[src/rtl/delay_seq_pkg.sv]
// Shared types for the delay configuration sequencer: field widths, frame word
// packing and the transmit FSM state encoding.
package delay_seq_pkg;

   localparam logic [31:0] HEADER_DEFAULT = 32'h02002000;
   localparam int unsigned AWG_ID_W       = 4;
   localparam int unsigned PORT_W         = 4;
   localparam int unsigned DELAY_W        = 24;

   typedef struct packed {
      logic [AWG_ID_W-1:0] awg_id;
      logic [PORT_W-1:0]   port;
      logic [DELAY_W-1:0]  delay;
   } cfg_entry_t;

   typedef enum logic [2:0] {
      ST_IDLE,
      ST_LOAD,
      ST_SEND,
      ST_WAIT_LOW,
      ST_WAIT_HIGH,
      ST_GAP
   } state_e;

   function automatic logic [63:0] pack_word(input logic [31:0] header, input cfg_entry_t e);
      return {header, e.awg_id, e.port, e.delay};
   endfunction

   function automatic logic port_legal(input logic [PORT_W-1:0] port);
      return (port >= 4'd1) && (port <= 4'd4);
   endfunction

endpackage

[src/rtl/delay_seq_fifo.sv]
// Synchronous FIFO with occupancy counter; pushes while full and pops while
// empty are ignored.
module delay_seq_fifo #(
   parameter int unsigned WIDTH = 32,
   parameter int unsigned DEPTH = 8
) (
   input  logic             clk_i,
   input  logic             rst_ni,
   input  logic             push_i,
   input  logic [WIDTH-1:0] wdata_i,
   input  logic             pop_i,
   output logic [WIDTH-1:0] rdata_o,
   output logic             full_o,
   output logic             empty_o
);

   localparam int unsigned AW = (DEPTH > 1) ? $clog2(DEPTH) : 1;
   localparam int unsigned CW = $clog2(DEPTH + 1);

   logic [WIDTH-1:0] mem_q [DEPTH];
   logic [AW-1:0]    wr_ptr_q, rd_ptr_q;
   logic [CW-1:0]    count_q;
   logic             do_push, do_pop;

   assign full_o  = (count_q == CW'(DEPTH));
   assign empty_o = (count_q == '0);
   assign do_push = push_i & ~full_o;
   assign do_pop  = pop_i & ~empty_o;
   assign rdata_o = mem_q[rd_ptr_q];

   function automatic logic [AW-1:0] next_ptr(input logic [AW-1:0] ptr);
      return (ptr == AW'(DEPTH - 1)) ? '0 : ptr + 1'b1;
   endfunction

   always_ff @(posedge clk_i) begin
      if (do_push) begin
         mem_q[wr_ptr_q] <= wdata_i;
      end
   end

   always_ff @(posedge clk_i or negedge rst_ni) begin
      if (!rst_ni) begin
         wr_ptr_q <= '0;
         rd_ptr_q <= '0;
         count_q  <= '0;
      end else begin
         if (do_push) wr_ptr_q <= next_ptr(wr_ptr_q);
         if (do_pop)  rd_ptr_q <= next_ptr(rd_ptr_q);
         case ({do_push, do_pop})
            2'b10:   count_q <= count_q + 1'b1;
            2'b01:   count_q <= count_q - 1'b1;
            default: count_q <= count_q;
         endcase
      end
   end

endmodule

[src/rtl/delay_cfg_sequencer.sv]
// Queues AWG delay config entries and feeds them one frame at a time to a UART
// transmitter. Define DELAY_SEQ_PORT_CHECK_EN to drop entries with port outside 1..4.
module delay_cfg_sequencer
   import delay_seq_pkg::*;
#(
   parameter int unsigned FIFO_DEPTH     = 8,
   parameter int unsigned GAP_CYCLES     = 16,
   parameter int unsigned TIMEOUT_CYCLES = 4096,
   parameter logic [31:0] HEADER         = HEADER_DEFAULT
) (
   input  logic                I_clk_10M,
   input  logic                I_rst_n,
   input  logic                I_cfg_valid,
   output logic                O_cfg_ready,
   input  logic [AWG_ID_W-1:0] I_cfg_awg_id,
   input  logic [PORT_W-1:0]   I_cfg_port,
   input  logic [DELAY_W-1:0]  I_cfg_delay,
   input  logic                I_tx_ready,
   output logic [63:0]         O_data,
   output logic                O_data_valid,
   output logic                O_busy,
   output logic                O_err_timeout,
   output logic                O_err_port,
   output logic [15:0]         O_sent_cnt
);

   cfg_entry_t  push_entry, head_entry;
   logic        fifo_full, fifo_empty, fifo_push, fifo_pop;
   logic        alive_q, cfg_ready, port_ok, timed_out;
   state_e      state_q, state_d;
   logic [31:0] cnt_q, cnt_d;
   logic [63:0] data_q, data_d;
   logic        valid_q, valid_d;
   logic        err_to_q, err_to_d;
   logic [15:0] sent_q, sent_d;

   assign push_entry = '{awg_id: I_cfg_awg_id, port: I_cfg_port, delay: I_cfg_delay};
   // Ready is held low until the first clock after reset release.
   assign cfg_ready  = alive_q & ~fifo_full;
   assign fifo_push  = I_cfg_valid & cfg_ready;
   assign fifo_pop   = (state_q == ST_LOAD);
   assign timed_out  = (cnt_q >= TIMEOUT_CYCLES);

   delay_seq_fifo #(
      .WIDTH ($bits(cfg_entry_t)),
      .DEPTH (FIFO_DEPTH)
   ) u_fifo (
      .clk_i   (I_clk_10M),
      .rst_ni  (I_rst_n),
      .push_i  (fifo_push),
      .wdata_i (push_entry),
      .pop_i   (fifo_pop),
      .rdata_o (head_entry),
      .full_o  (fifo_full),
      .empty_o (fifo_empty)
   );

`ifdef DELAY_SEQ_PORT_CHECK_EN
   logic err_port_q;
   assign port_ok = port_legal(head_entry.port);

   always_ff @(posedge I_clk_10M or negedge I_rst_n) begin
      if (!I_rst_n) err_port_q <= 1'b0;
      else          err_port_q <= (state_q == ST_LOAD) && !port_ok;
   end
   assign O_err_port = err_port_q;
`else
   assign port_ok    = 1'b1;
   assign O_err_port = 1'b0;
`endif

   always_comb begin
      state_d  = state_q;
      cnt_d    = cnt_q;
      data_d   = data_q;
      valid_d  = 1'b0;
      err_to_d = 1'b0;
      sent_d   = sent_q;
      unique case (state_q)
         ST_IDLE: begin
            if (!fifo_empty) begin
               state_d = ST_LOAD;
               cnt_d   = '0;
            end
         end
         ST_LOAD: begin
            cnt_d = '0;
            if (port_ok) begin
               data_d  = pack_word(HEADER, head_entry);
               state_d = ST_SEND;
            end else begin
               state_d = ST_IDLE;
            end
         end
         ST_SEND: begin
            // While strobing, cnt_q counts strobe cycles; otherwise it is the ready timeout.
            if (valid_q) begin
               if (cnt_q == 32'd1) begin
                  state_d = ST_WAIT_LOW;
                  cnt_d   = '0;
               end else begin
                  valid_d = 1'b1;
                  cnt_d   = cnt_q + 32'd1;
               end
            end else if (I_tx_ready) begin
               valid_d = 1'b1;
               cnt_d   = '0;
            end else if (timed_out) begin
               err_to_d = 1'b1;
               state_d  = ST_GAP;
               cnt_d    = '0;
            end else begin
               cnt_d = cnt_q + 32'd1;
            end
         end
         ST_WAIT_LOW: begin
            if (!I_tx_ready) begin
               state_d = ST_WAIT_HIGH;
               cnt_d   = '0;
            end else if (timed_out) begin
               err_to_d = 1'b1;
               state_d  = ST_GAP;
               cnt_d    = '0;
            end else begin
               cnt_d = cnt_q + 32'd1;
            end
         end
         ST_WAIT_HIGH: begin
            if (I_tx_ready) begin
               sent_d  = sent_q + 16'd1;
               state_d = ST_GAP;
               cnt_d   = '0;
            end else if (timed_out) begin
               err_to_d = 1'b1;
               state_d  = ST_GAP;
               cnt_d    = '0;
            end else begin
               cnt_d = cnt_q + 32'd1;
            end
         end
         ST_GAP: begin
            if ((cnt_q + 32'd1) >= GAP_CYCLES) begin
               state_d = ST_IDLE;
               cnt_d   = '0;
            end else begin
               cnt_d = cnt_q + 32'd1;
            end
         end
         default: begin
            state_d = ST_IDLE;
            cnt_d   = '0;
         end
      endcase
   end

   always_ff @(posedge I_clk_10M or negedge I_rst_n) begin
      if (!I_rst_n) begin
         state_q  <= ST_IDLE;
         cnt_q    <= '0;
         data_q   <= '0;
         valid_q  <= 1'b0;
         err_to_q <= 1'b0;
         sent_q   <= '0;
         alive_q  <= 1'b0;
      end else begin
         state_q  <= state_d;
         cnt_q    <= cnt_d;
         data_q   <= data_d;
         valid_q  <= valid_d;
         err_to_q <= err_to_d;
         sent_q   <= sent_d;
         alive_q  <= 1'b1;
      end
   end

   assign O_cfg_ready   = cfg_ready;
   assign O_data        = data_q;
   assign O_data_valid  = valid_q;
   assign O_busy        = (state_q != ST_IDLE) | ~fifo_empty;
   assign O_err_timeout = err_to_q;
   assign O_sent_cnt    = sent_q;

endmodule

[config.mk]
export PLATFORM = sky130hd
export DESIGN_NAME = delay_cfg_sequencer
export DESIGN_NICKNAME = d
export VERILOG_FILES = /design/src/rtl/delay_seq_pkg.sv /design/src/rtl/delay_seq_fifo.sv /design/src/rtl/delay_cfg_sequencer.sv
export SDC_FILE = /design/constraint.sdc
export NUM_CORES = 1
export LEC_CHECK = 0
export BUFFER_PORTS_ARGS = -buffer_cell sky130_fd_sc_hd__buf_2
export CAP_MARGIN = 10
export CORE_AREA = 3 3 188 190
export CTS_BUF_LIST = sky130_fd_sc_hd__clkbuf_4 sky130_fd_sc_hd__clkbuf_8
export DETAILED_ROUTE_END_ITERATION = 12
export DIE_AREA = 0 0 191 193
export GPL_ROUTABILITY_DRIVEN = 0
export PLACE_DENSITY = 0.71
export SLEW_MARGIN = 5
export SYNTH_ARGS = -nofsm -noshare
export SYNTH_HDL_FRONTEND = slang
export SYNTH_SLANG_ARGS = --single-unit
[constraint.sdc]
create_clock -name I_clk_10M -period 4.3 [get_ports I_clk_10M]
set_input_delay 0.86 -clock I_clk_10M [delete_from_list [all_inputs] [get_ports I_clk_10M]]
set_output_delay 0.86 -clock I_clk_10M [all_outputs]
set_load 0.02 [all_outputs]
==> results of run 1 <==
-- state kept, by name, summed over array words and instances, names as in the netlist --
register         count
O_sent_cnt          16
u_fifo.rd_ptr_q      3
O_err_timeout        1
O_data_valid         1
u_fifo.mem_q       256
cnt_q               32
u_fifo.count_q       4
O_data              33
alive_q              1
state_q              3
u_fifo.wr_ptr_q      3
-- placed cells by master, fill, tap and decap left out, types with 5 or more instances in the layout --
cell type	netlist	layout
a21o_1	18	18
a21oi_1	40	40
and2_1	6	6
and3_1	10	10
buf_2	13	88
buf_4	37	14
clkbuf_4	0	17
clkbuf_8	0	61
clkinv_1	0	11
conb_1	2	32
dfrtp_1	97	94
edfxtp_1	256	256
ha_1	11	11
inv_1	14	14
mux2_2	5	5
mux2i_1	38	38
mux4_2	64	64
nand2_1	42	42
nand2b_1	11	11
nand3_1	28	28
nand4_1	11	11
nor2_1	65	62
nor3_1	23	19
nor3_2	2	6
nor4_1	8	7
o21ai_0	20	20
o21ai_1	15	15
or3_1	10	10
xnor2_1	16	16
xor2_1	8	8
-- worst max-delay path, cell delays in order (launching register included) --
cell	delay, ns
dfrtp_1	0.43
nor3_1	0.27
nand2b_1	0.15
nor4_1	0.20
buf_4	0.27
inv_1	0.38
buf_2	0.30
-- report_power, final --
part           switching (W)  total, W  leakage (nW)  internal (W)
Combinational        0.00134   0.00247          2.22       0.00112
Clock                0.00129   0.00281         0.581       0.00152
Sequential          0.000415   0.00450          3.53       0.00408
-- per-stage QoR --
step	setup WS, ns	total power [W]	instances
final	0.825	0.00977	1574
after global routing	0.631	0.0103	1574
after CTS	0.768	0.00992	1572
after detailed placement	1.05	0.00708	1473
after global placement	1.15	0.00700	1473
after floorplan	0.0919	0.00633	1011
-- cells by family after synthesis --
logic type | Yosys count | synth area share
XOR/XNOR | 24 | 0.0138
adder cells (fa/ha/maj) | 12 | 0.0104
buffers and inverters | 104 | 0.0374
AND/OR/NAND/NOR | 252 | 0.0938
multiplexers | 107 | 0.124
AO/OA/AOI/OAI | 127 | 0.0552
other | 2 | 0.000494
flip-flops | 353 | 0.665
-- area by class of cell --
cell class | count | share of cell area
repair buffers | 104 | 0.0342
well taps | 448 | 0.0327
clock buffers | 78 | 0.0564
flip-flops and latches | 353 | 0.591
multi-input cells | 554 | 0.274
inverters | 14 | 0.00307
diodes | 2 | 0.000292
clock inverters | 21 | 0.00876
-- per-layer routing --
metal | routed length (um) | up-vias | part of all wire
li1 | - | 3914 | -
met1 | 13100 | 4330 | 0.42
met2 | 14900 | 278 | 0.48
met3 | 2000 | 57 | 0.065
met4 | 736 | 10 | 0.024
met5 | 67 | - | 0.0022
-- final timing paths --
check / to / slack [ns] / startpoint / cells past startpoint
setup / recovery: O_busy / 0.82 / u_fifo.count_q[0] / 6
hold / removal: cnt_q[21] / 0.34 / I_rst_n / 1
setup reg to reg: cnt_q[13] / 1.05 / cnt_q[12] / 9
hold reg to reg: O_sent_cnt[15] / 0.47 / O_sent_cnt[15] / 1
max in group asynchronous: O_data[14] / 3.22 / I_rst_n / 2
min in group I_clk_10M: O_sent_cnt[15] / 0.47 / O_sent_cnt[15] / 1
==> impl_metrics.py, run 1 <==
metrics = {
    "clocking": {
        "clkLatencyLatePin_ns": 0.60,
        "root_buffer": "clkbuf_8",
        "path_clk_slew_ns": 0.06,
        "cts.sink_count": 353,
        "htreeDepth": 2,
        "cts_buffers": 54,
        "post-cts-setup-buffers": 0,
        "cts_tree": "done",
        "post_cts_resized": 0,
        "ctsHoldBuffers": 0,
        "clk_path_buf_depth": 3,
    },
    "synth": {
        "syn_area_mm2": 0.0152,
        "synth_most_common_cell": "edfxtp_1",
        "ys_seq_area_frac": 0.665,
        "ys_ff_latch": 353,
        "syn_inst": 981,
        "synth_edf_count": 256,
        "syn-mean-instance-area_um2": 15.5,
        "synth_ff_type": "edfxtp_1",
        "synthTopCellsByCount": "edfxtp_1 (256), dfrtp_1 (97), nor2_1 (65), mux4_2 (64), nand2_1 (42)",
        "synth_cell_types": 68,
        "synth_top_area_share": 0.506,
        "synth_area_leaders": "edfxtp_1 (51%), dfrtp_1 (16%), mux4_2 (9.5%)",
        "ys_warn_count": 0,
        "yosys.area.top_type": "edfxtp_1",
        "async_reset_ff_frac": 0.275,
    },
    "timing": {
        "hold_viol": 0,
        "setup_viol": 0,
        "rsz0062_at_grt": "false",
        "skew_ns": 0.0164,
        "hold_slack_ns": 0.341,
        "slew_violations": 0,
        "period_share": 0.808,
        "worst_slew_pin_slew_ns": 1.01,
        "slew_headroom": 0.330,
        "min_period_ns": 3.48,
        "fmax_mhz": 288,
        "tns_ns": 0,
    },
    "placed_design": {
        "place_area_mm2": 0.0160,
        "numPortBuffers": 89,
        "dp_hpwl_um": 18300,
    },
    "routing": {
        "first_pass_iters": 5,
        "vias": 8589,
        "ant_nets": 0,
        "drt_wl_total_um": 30700,
        "drc_errors": 0,
        "drtIter0Drc": 542,
        "routedWlPerCell_um": 19.5,
        "via_per_inst": 5.46,
    },
    "global_routing": {
        "grt_pass1_wl_um": 48300,
        "use_met1": 0.224,
        "busiest_layer": "met2",
        "grt_max_degree": 66,
        "grt_use_met2": 0.278,
        "grt.overflow.total": 0,
        "grtUsageTotal": 0.169,
        "grt_pass1_vias": 8667,
        "use_met3": 0.0403,
        "antenna_found_initial": 8,
    },
    "layout": {
        "multi_input_area_mm2": 0.00469,
        "postLayoutCellArea_mm2": 0.0171,
        "utilization": 0.510,
        "syn_to_final_growth_pct": 12.7,
        "fin_nets": 1129,
        "ff_latch_area_mm2": 0.0101,
        "fillers": 2768,
        "layout-drive-gt1-share": 0.265,
    },
    "outcome": {
        "status": "finished clean",
    },
    "floorplan": {
        "core_area_mm2": 0.0336,
        "placementRows": 67,
        "die_height_um": 193,
        "dieWidth_um": 191,
        "initial_core_util": 0.452,
        "dieArea_mm2": 0.0369,
        "io_pins": 121,
    },
    "critical_path": {
        "critPathLaunchType": "flop",
        "criticalPathCategory": "flop to output pin",
        "end_kind": "output pin",
        "path_max_fanout": 22,
        "arrival_ns": 2.62,
        "required_ns": 3.44,
    },
    "power": {
        "vdd_ir_drop_max_v": 0.000404,
        "p_leak_nw": 6.33,
        "powerDensity_mw_per_mm2": 570,
    },
    "min_path": {
        "hold_path.class": "input port to asynchronous set/reset pin",
    },
    "flow_run": {
        "drv_cap": 0,
    },
}
(Power assumes the default switching activity.)
==> run 2: changes to the inputs <==
- ABC_AREA: unset -> 1
- clock period: 4.3 -> 2.9 ns (I/O delays scaled with it)
==> run 2 against run 1 <==
Synthesized cell count increased by 43%. First-iteration DRC count rose by 58%. Worst setup slack got worse by 0.46 ns. Final cell count rose by 28%. Combinational power grew 72%. Via count rose by 27%. Wire length is 16% higher. Total power rose by 58%. Register-to-register slack lost 0.69 ns. Largest power group unchanged. Highest routed layer unchanged.
==> impl_metrics.py, run 2 <==
metrics = {
    "synth": {
        "ys_warn_count": 0,
        "synthTopCellsByCount": "nand2_1 (278), edfxtp_1 (256), nor2_1 (215), o21ai_0 (141), dfrtp_1 (97)",
        "yosys.area.top_type": "edfxtp_1",
        "syn_area_mm2": 0.0152,
        "syn_inst": 1399,
        "ys_ff_latch": 353,
        "syn-mean-instance-area_um2": 10.9,
        "synth_top_area_share": 0.506,
        "ys_seq_area_frac": 0.665,
        "async_reset_ff_frac": 0.275,
        "synth_area_leaders": "edfxtp_1 (51%), dfrtp_1 (16%), nand2_1 (6.9%)",
        "synth_cell_types": 39,
        "synth_most_common_cell": "nand2_1",
        "synth_edf_count": 256,
        "synth_ff_type": "edfxtp_1",
    },
    "clocking": {
        "post_cts_resized": 0,
        "clk_path_buf_depth": 3,
        "cts_buffers": 57,
        "ctsHoldBuffers": 1,
        "clkLatencyLatePin_ns": 0.62,
        "htreeDepth": 2,
        "cts_tree": "done",
        "post-cts-setup-buffers": 0,
        "cts.sink_count": 353,
        "path_clk_slew_ns": 0.06,
        "root_buffer": "clkbuf_8",
    },
    "global_routing": {
        "grt_pass1_wl_um": 56400,
        "antenna_found_initial": 2,
        "grt_pass1_vias": 10623,
        "grt_max_degree": 66,
        "grtUsageTotal": 0.193,
        "grt.overflow.total": 0,
    },
    "critical_path": {
        "critPathLaunchType": "flop",
        "slowest_delay_ns": 0.46,
        "path_cells": "nor3_4, clkinv_1, a31oi_1, ha_1, ha_1, nand2_1, nor2_1, a211oi_1, nor2_1, nor2_1, nand2_1, xor2_1",
        "arrival_ns": 3.03,
        "criticalPathCategory": "flop to flop",
        "required_ns": 3.38,
        "path_max_fanout": 6,
        "cp_common_cell": "nor2_1",
        "slowest_stage": "dfrtp_1",
        "end_kind": "flop",
        "reg2reg_slack_ns": 0.36,
    },
    "routing": {
        "routedWlPerCell_um": 17.7,
        "drc_errors": 0,
        "drtIter0Drc": 855,
        "ant_nets": 0,
        "via_per_inst": 5.41,
        "first_pass_iters": 5,
        "drt_wl_total_um": 35700,
        "vias": 10881,
    },
    "floorplan": {
        "initial_core_util": 0.452,
        "placementRows": 67,
        "die_height_um": 193,
        "core_area_mm2": 0.0336,
        "dieWidth_um": 191,
        "dieArea_mm2": 0.0369,
        "io_pins": 121,
    },
    "power": {
        "p_leak_nw": 6.86,
        "power.share.clock": 0.311,
        "vdd_ir_drop_max_v": 0.000607,
        "power_switching_w": 0.00536,
        "internal-power_w": 0.0101,
        "p_sw_frac": 0.346,
        "power_frac_seq": 0.414,
        "powerDensity_mw_per_mm2": 885,
        "pwr-share-comb": 0.275,
    },
    "placed_design": {
        "dp_hpwl_um": 21100,
        "numPortBuffers": 89,
        "dp_cells": 1902,
    },
    "timing": {
        "min_period_ns": 2.54,
        "skew_ns": 0.0246,
        "slew_violations": 0,
        "slew_headroom": 0.505,
        "worst_slew_pin_slew_ns": 0.742,
        "rsz0062_at_grt": "false",
        "setup_viol": 0,
        "tns_ns": 0,
        "hold_viol": 0,
        "period_share": 0.876,
        "fmax_mhz": 394,
    },
    "layout": {
        "syn_to_final_growth_pct": 15.1,
        "mostFrequentLayoutCells": "nand2_1 (278), edfxtp_1 (256), nor2_1 (207)",
        "top_register": "u_fifo.mem_q",
        "layout-drive-gt1-share": 0.164,
        "stdcell_count": 2012,
        "fin_nets": 1562,
        "largest_reg_flops": 256,
        "final_common_cell": "nand2_1",
    },
    "outcome": {
        "status": "finished clean",
    },
    "flow_run": {
        "drv_cap": 0,
    },
    "min_path": {
        "hold_path.class": "input port to flop",
    },
}
==> run 2: changes by cell type after synthesis, sizes merged, moves of 19 or more <==
cell	before	now
inv	14	78
o22ai	4	23
a21oi	40	5
nand2	42	286
nor3	25	4
buf	64	38
mux4	64	0
nor2	65	224
clkbuf	26	56
o221ai	0	58
mux2i	38	0
nand3	28	60
o21ai	35	142
==> run 2: logic make-up (layout without fill, tap and decap cells) <==
group | after synthesis | count (layout) | synth area share
and+or+nand+nor | 590 | 590 | 0.160
DFF | 353 | 353 | 0.665
AOI/OAI and AO/OA | 245 | 245 | 0.0997
buffers and inverters | 175 | 309 | 0.0518
xor gates and xnor gates | 22 | 22 | 0.0127
adders and majority gates | 12 | 12 | 0.0104
other | 2 | 33 | 0.000494
==> run 2: power groups by stage <==
stage | Clock, W | Combinational, W | Sequential, W
2_1_floorplan | 0 | 0.00265 | 0.00668
3_3_place_gp | 0 | 0.00415 | 0.00648
3_5_place_dp | 0 | 0.00427 | 0.00650
4_1_cts | 0.00493 | 0.00429 | 0.00641
5_1_grt | 0.00514 | 0.00478 | 0.00648
6_report | 0.00481 | 0.00426 | 0.00641
==> run 2: metal layers <==
| layer | share of wire | GRT usage |
|---|---|---|
| met1 | 0.43 | 0.256 |
| met2 | 0.48 | 0.320 |
| met3 | 0.066 | 0.0371 |
| met4 | 0.025 | 0.0711 |
| met5 | 0.00053 | 0 |
==> run 2: cell type report <==
class / instances / area [um2]
antenna: 1 / 2.50
clock buffer: 83 / 1050
sequential: 353 / 10100
timing repair buffer: 120 / 708
clock inverter: 25 / 267
multi-input combinational: 901 / 4480
fill: 2958 / 16100
inverter: 81 / 305
tap: 448 / 561
==> run 2: critical path: cells and delay by family, from the launching register on <==
kind | cells | cell delay (ns)
flip-flops | 1 | 0.46
buffers and inverters | 1 | 0.11
AND/OR/NAND/NOR | 6 | 0.66
XOR/XNOR | 1 | 0.14
adder cells (fa/ha/maj) | 2 | 0.54
AO/OA/AOI/OAI | 2 | 0.53
==> run 2: path summary, 6_finish.rpt <==
path,startpoint,end,cells past startpoint
max in group asynchronous,I_rst_n,O_data[31],3
setup / recovery,state_q[2],u_fifo.count_q[3],12
hold reg to reg,O_sent_cnt[15],O_sent_cnt[15],1
min in group asynchronous,I_rst_n,O_data[16],2
setup reg to reg,state_q[2],u_fifo.count_q[3],12
hold / removal,I_cfg_delay[18],u_fifo.mem_q[2][18],1
==> run 2: per-stage QoR <==
stage | worst slack (ns) | utilization | area (um2) | total power, W | hold WS (ns)
after floorplan | -0.145 | - | 15300 | 0.00933 | 0.284
after global placement | 0.572 | 0.481 | 16200 | 0.0106 | 0.459
after detailed placement | 0.464 | 0.481 | 16200 | 0.0108 | 0.453
after CTS | 0.345 | 0.520 | 17500 | 0.0156 | 0.170
after global routing | 0.116 | 0.520 | 17500 | 0.0164 | 0.204
final | 0.360 | 0.521 | 17500 | 0.0155 | 0.230
